==> src/rtl/hazard_scoreboard.sv <==
// Forwarding and interlock unit for the 5-stage pipeline, with a single-entry
// mul/div scoreboard, result-bus forwarding and a saturating stall counter.
module hazard_scoreboard #(
    parameter int AW     = 5,
    parameter int MD_LAT = 4,
    parameter int CNT_W  = 32
) (
    input  logic             clk,
    input  logic             reset,
    input  logic [AW-1:0]    id_rs,
    input  logic [AW-1:0]    id_rt,
    input  logic             id_use_rs,
    input  logic             id_use_rt,
    input  logic             id_branch,
    input  logic             id_md,
    input  logic [AW-1:0]    ex_rs,
    input  logic [AW-1:0]    ex_rt,
    input  logic             ex_regwrite,
    input  logic             ex_memread,
    input  logic [AW-1:0]    ex_rd,
    input  logic             mem_regwrite,
    input  logic             mem_memread,
    input  logic [AW-1:0]    mem_rd,
    input  logic             wb_regwrite,
    input  logic [AW-1:0]    wb_rd,
    input  logic             md_issue,
    input  logic [AW-1:0]    md_rd,
    output logic [1:0]       fwd_a_id,
    output logic [1:0]       fwd_b_id,
    output logic [1:0]       fwd_a_ex,
    output logic [1:0]       fwd_b_ex,
    output logic             stall,
    output logic             md_busy,
    output logic             md_done,
    output logic [AW-1:0]    md_wb_rd,
    output logic [CNT_W-1:0] stall_cnt
);

    localparam int CW = $clog2(MD_LAT);

    logic [CW-1:0] mdCnt;

    // Register 0 is hardwired zero, so a write to it is never a producer.
    function automatic logic hit(input logic we, input logic [AW-1:0] rd,
                                 input logic [AW-1:0] src);
        return we && (rd != '0) && (rd == src);
    endfunction

    function automatic logic [1:0] exSel(input logic [AW-1:0] src,
                                         input logic memHit, input logic wbHit);
        if (memHit)     return 2'b01;
        else if (wbHit) return 2'b10;
        else            return 2'b00;
    endfunction

    function automatic logic [1:0] idSel(input logic useSrc, input logic mdHit,
                                         input logic memHit, input logic memLoad,
                                         input logic wbHit);
        if (!useSrc)                 return 2'b00;
        else if (mdHit)              return 2'b11;
        else if (memHit && !memLoad) return 2'b01;
        else if (wbHit)              return 2'b10;
        else                         return 2'b00;
    endfunction

    logic rsEx, rtEx, rsMem, rtMem, rsWb, rtWb, rsMd, rtMd;
    logic mdPending, loadUse, branchHaz, scoreRaw, structural;

    assign rsEx  = id_use_rs && hit(ex_regwrite, ex_rd, id_rs);
    assign rtEx  = id_use_rt && hit(ex_regwrite, ex_rd, id_rt);
    assign rsMem = id_use_rs && hit(mem_regwrite, mem_rd, id_rs);
    assign rtMem = id_use_rt && hit(mem_regwrite, mem_rd, id_rt);
    assign rsWb  = id_use_rs && hit(wb_regwrite, wb_rd, id_rs);
    assign rtWb  = id_use_rt && hit(wb_regwrite, wb_rd, id_rt);
    assign rsMd  = id_use_rs && hit(1'b1, md_wb_rd, id_rs);
    assign rtMd  = id_use_rt && hit(1'b1, md_wb_rd, id_rt);

    assign fwd_a_ex = exSel(ex_rs, hit(mem_regwrite, mem_rd, ex_rs), hit(wb_regwrite, wb_rd, ex_rs));
    assign fwd_b_ex = exSel(ex_rt, hit(mem_regwrite, mem_rd, ex_rt), hit(wb_regwrite, wb_rd, ex_rt));
    assign fwd_a_id = idSel(id_use_rs, md_done && rsMd, rsMem, mem_memread, rsWb);
    assign fwd_b_id = idSel(id_use_rt, md_done && rtMd, rtMem, mem_memread, rtWb);

    // In the done cycle the result is on the bus, so waiting consumers are released.
    assign md_done    = md_busy && (mdCnt == '0);
    assign mdPending  = md_busy && !md_done;
    assign loadUse    = ex_memread && (rsEx || rtEx);
    assign branchHaz  = id_branch && (rsEx || rtEx || (mem_memread && (rsMem || rtMem)));
    assign scoreRaw   = mdPending && (rsMd || rtMd);
    assign structural = id_md && mdPending;
    assign stall      = loadUse || branchHaz || scoreRaw || structural;

    // NOTE: sequential state uses non-blocking assignments so every register
    // samples pre-edge values regardless of statement order.
    always_ff @(posedge clk or negedge reset) begin
        if (!reset) begin
            md_busy  <= 1'b0;
            mdCnt    <= '0;
            md_wb_rd <= '0;
        end else if (md_issue) begin
            md_busy  <= 1'b1;
            mdCnt    <= CW'(MD_LAT - 1);
            md_wb_rd <= md_rd;
        end else if (md_busy) begin
            if (mdCnt != '0) mdCnt <= mdCnt - CW'(1);
            else             md_busy <= 1'b0;
        end
    end

    always_ff @(posedge clk or negedge reset) begin
        if (!reset)
            stall_cnt <= '0;
        else if (stall && (stall_cnt != '1))
            stall_cnt <= stall_cnt + CNT_W'(1);
    end

endmodule

==> config.mk <==
export PLATFORM = sky130hd
export DESIGN_NAME = hazard_scoreboard
export DESIGN_NICKNAME = d
export VERILOG_FILES = /design/src/rtl/hazard_scoreboard.sv
export SDC_FILE = /design/constraint.sdc
export NUM_CORES = 1
export LEC_CHECK = 0
export CORE_ASPECT_RATIO = 1.1
export CORE_MARGIN = 2
export CORE_UTILIZATION = 45
export CTS_CLUSTER_DIAMETER = 100
export DETAILED_ROUTE_END_ITERATION = 10
export MAX_ROUTING_LAYER = met4
export PLACE_DENSITY = 0.79
export SLEW_MARGIN = 5
export SYNTH_ARGS = -nofsm -noshare
export SYNTH_HDL_FRONTEND = slang
export SYNTH_SLANG_ARGS = --single-unit
==> constraint.sdc <==
create_clock -name clk -period 2.28 [get_ports clk]
set_input_delay 0.228 -clock clk [delete_from_list [all_inputs] [get_ports clk]]
set_output_delay 0.228 -clock clk [all_outputs]
set_load 0.005 [all_outputs]
==> metrics <==
maximum clock insertion buffer count=2; CP max stage cell=sky130_fd_sc_hd__clkdlybuf4s50_1; final-layout setup total negative slack=-0.0634 ns; Layout Area Growth over Synthesis=60.8%; type of the worst min-delay path=input port to asynchronous set/reset pin; arrival time of data at the critical path endpoint=between 2 and 2.5 ns; placement-stage cell area=4130 um2; DR vias=2783; share of flip-flops with an asynchronous set or reset after synthesis=100%; part of the total power dissipated in sequential elements=40.0%; number of detailed-routing iterations run before antenna repair=4; Worst path depth=8; max-cap violations=0; family with the most delay on the worst path=buffers and inverters; floorplan die area=6790 um2; shortest period the worst path allows=between 2 and 2.5 ns; clock tree from TritonCTS=yes; number of nets in the synthesized netlist=343; post-synthesis average cell area=9.57 um2; vias per std cell=5.45; synthesized flop and latch total=40; remaining antenna violation count after routing=0; Clk network pwr share=20.8%; Avg WL per Cell=17.6 um; proportion of synthesized chip area in sequential cells=36.2%; final-stage net count=488; count of input and output buffers=99; global-route wire length before repair=roughly 14000 um; clock-pin slew on the worst setup and hold paths=0.08 ns; fraction of the cycle the final worst path needs=101%; Die Height=about 86 um; failing checks=negative setup slack; CTS Hold Buffers Added=0; Final setup violation count=3; FF-to-FF path depth=9; proportion of power drawn by combinational gates=39.2%; area share of the largest cell type after synthesis=between 30% and 40%; Reg2Reg Launch Point=md_wb_rd[4]; top achievable clock speed=~430 MHz; max_slew headroom=39.8%; prevailing post-synth register cell=sky130_fd_sc_hd__dfrtp_1; final HPWL from detailed placement=6270 um; I/O Pins=100; worst setup skew after layout=around 0.0054 ns; Switch Pwr=0.709 mW; placeable core area=about 6000 um2; cells taking the most area after synthesis=sky130_fd_sc_hd__dfrtp_1, sky130_fd_sc_hd__xnor2_1, sky130_fd_sc_hd__xor2_1; initial standard-cell utilization of the core=around 47%; critical path capture point type=output pin; detailed-route wire length=8990 um; Overall Global Routing Usage=26.7%; Critical Path, Cell by Cell=clkdlybuf4s50_1 > xor2_1 > nor4_1 > nand3_1 > nor3_2 > buf_4 > a21o_1 > clkdlybuf4s15_2; layout cell share with drive strength beyond 1=24.7%; endpoints failing hold=0; Yosys top cell by area=sky130_fd_sc_hd__dfrtp_1; pin count of the biggest net entering global routing=41; row cnt=29; kind of start point of the critical path=input port; grt ovf=0; CTS sink count=40; critical path type=input port to output pin; number of global-route vias before repair=2768; synth unique cells=36; RR Endpoint=stall_cnt[1]; leakage power of the design=about 1.9 nW; number of instances in the synthesized netlist=approximately 290; Worst Setup Slack, final=-0.0328 ns; power density over the cells=497 nW/um2; number of flops mapped to enable cells by yosys=0; Max rail drop VDD=0.000495 V; Worst Tran Pin Value=0.902 ns; worst-path fanout max=4; final routed DRC violation total=0; count of placed standard cells including taps=a little under 500; CTS root buffer=sky130_fd_sc_hd__clkbuf_8; post-route worst hold slack=approximately 0.063 ns; unrepaired setup endpoints after global routing=true; H-Tree Depth=2; Finished Cell Area=4450 um2; register-to-register setup slack=0.10 ns; critical path data required time=2.05 ns; internal power component=1.50 mW; delay contributed by the slowest stage of the critical path=between 0.5 and 0.6 ns; clock insertion delay at the later pin of the skew report=roughly 0.29 ns; run status=complete, but fails checks; switching power share of the total=32.1%; initial DRC count=138; antenna violations before repair=0; gpl congestion=around 0.95; number of buffers added by the clock tree synthesis step=5; final standard cell count with taps included and fillers excluded=around 500; Overall Power=between 2 and 2.5 mW; buffering stage count on the worst path with inverters included=3; Slew Viols, Final=0; Diodes inserted=0; combined area of all synthesized cells=2770 um2; number of warning messages in the yosys log=0; chip width=78.8 um
## cell type report
cell class | instances | area [um2]
clock buffers | 5 | 68.8
clock inverters | 2 | 12.5
fillers | 407 | 1390
inverters | 2 | 7.51
multi-input cells | 230 | 1830
flip-flops and latches | 40 | 1000
well taps | 77 | 96.3
repair buffers | 155 | 1430
## repair_timing
item,in CTS,in global routing
buffers inserted,8,3
pin swaps,15,11
setup endpoints to repair,27,40
gates resized for setup,58,29
## per-stage QoR
stage	worst slack, ns	util (%)
4_1_cts	-0.0472	74.1
3_3_place_gp	-0.475	70.7
6_report	-0.0328	76.1
5_1_grt	-0.163	76.1
2_1_floorplan	0.260	-
3_5_place_dp	-0.476	70.7
## routing by layer
layer | global-route usage [%] | up-vias | part of all wire [%]
met5 | - | - | 0
met4 | 5.90 | 0 | 2.0
met3 | 5.83 | 23 | 8.4
met2 | 45.8 | 135 | 49
met1 | 32.3 | 1336 | 41
li1 | - | 1289 | -
## registers in the layout, indices dropped and copies added, names as in the netlist
name / cells
stall_cnt: 32
md_wb_rd: 5
mdCnt: 2
md_busy: 1
## synthesized netlist by cell type (4+ instances only)
cell / instances
sky130_fd_sc_hd__nand3_1: 23
sky130_fd_sc_hd__nor2_1: 11
sky130_fd_sc_hd__xnor2_1: 46
sky130_fd_sc_hd__buf_2: 4
sky130_fd_sc_hd__dfrtp_1: 40
sky130_fd_sc_hd__nand4_1: 15
sky130_fd_sc_hd__nand2_1: 17
sky130_fd_sc_hd__mux2_2: 6
sky130_fd_sc_hd__clkbuf_1: 8
sky130_fd_sc_hd__xor2_1: 46
sky130_fd_sc_hd__nor3_1: 6
sky130_fd_sc_hd__nor4_1: 11
sky130_fd_sc_hd__and2_1: 4
sky130_fd_sc_hd__or4_1: 8
sky130_fd_sc_hd__and3_1: 9
## layout by cell type, fill, tap and decap left out, types with 2 or more instances in the layout
cell type	netlist	final
sky130_fd_sc_hd__dlygate4sd2_1	0	10
sky130_fd_sc_hd__and2_1	4	4
sky130_fd_sc_hd__mux2_2	6	6
sky130_fd_sc_hd__xnor2_1	46	43
sky130_fd_sc_hd__dlymetal6s2s_1	0	4
sky130_fd_sc_hd__ha_1	2	2
sky130_fd_sc_hd__buf_2	4	6
sky130_fd_sc_hd__nor4_4	0	3
sky130_fd_sc_hd__nand4_1	15	15
sky130_fd_sc_hd__inv_1	2	2
sky130_fd_sc_hd__and4_1	3	3
sky130_fd_sc_hd__nand2_1	17	16
sky130_fd_sc_hd__buf_6	2	13
sky130_fd_sc_hd__nand2b_1	3	3
sky130_fd_sc_hd__and3_1	9	9
sky130_fd_sc_hd__xnor2_2	0	3
sky130_fd_sc_hd__clkdlybuf4s50_1	0	75
sky130_fd_sc_hd__clkbuf_8	0	5
sky130_fd_sc_hd__nor2_1	11	10
sky130_fd_sc_hd__dfrtp_1	40	40
sky130_fd_sc_hd__nor4_2	1	5
sky130_fd_sc_hd__buf_4	2	42
sky130_fd_sc_hd__or4_1	8	5
sky130_fd_sc_hd__clkbuf_2	0	2
sky130_fd_sc_hd__a21o_1	2	2
sky130_fd_sc_hd__nor3_1	6	4
sky130_fd_sc_hd__nor4_1	11	4
sky130_fd_sc_hd__nor3_4	0	3
sky130_fd_sc_hd__nor2b_1	3	3
sky130_fd_sc_hd__clkdlybuf4s15_2	0	2
sky130_fd_sc_hd__nand3_1	23	22
sky130_fd_sc_hd__a211o_1	2	2
sky130_fd_sc_hd__or4_4	0	3
sky130_fd_sc_hd__xor2_1	46	46
## cell families after synthesis
family          Yosys count  share of synthesized area (%)
fa+ha+maj                 2                          0.904
flops                    40                           36.2
compound gates           11                           3.12
mux                       6                           2.44
xor+xnor                 92                           29.1
simple gates            119                           24.6
buf+inv                  19                           3.57
## power by group through the flow
stage	Sequential (mW)	Clock [mW]	Combinational, mW
after detailed placement	0.892	0	0.807
final	0.883	0.458	0.867
after floorplan	0.893	0	0.366
after global routing	0.897	0.496	0.936
after global placement	0.891	0	0.788
after CTS	0.883	0.473	0.834
## worst max-delay path by stage
| stage | start | endpoint | slack (ns) |
|---|---|---|---|
| after CTS | mem_rd[3] | fwd_b_id[1] | -0.05 |
| after floorplan | stall_cnt[0] | stall_cnt[1] | 0.26 |
| after global placement | mem_rd[1] | fwd_b_id[1] | -0.48 |
| after detailed placement | mem_rd[1] | fwd_b_id[1] | -0.48 |
| final | id_rs[2] | fwd_a_id[0] | -0.03 |
| after global routing | id_rs[2] | fwd_a_id[1] | -0.16 |
Power figures use the tool's default switching activity.
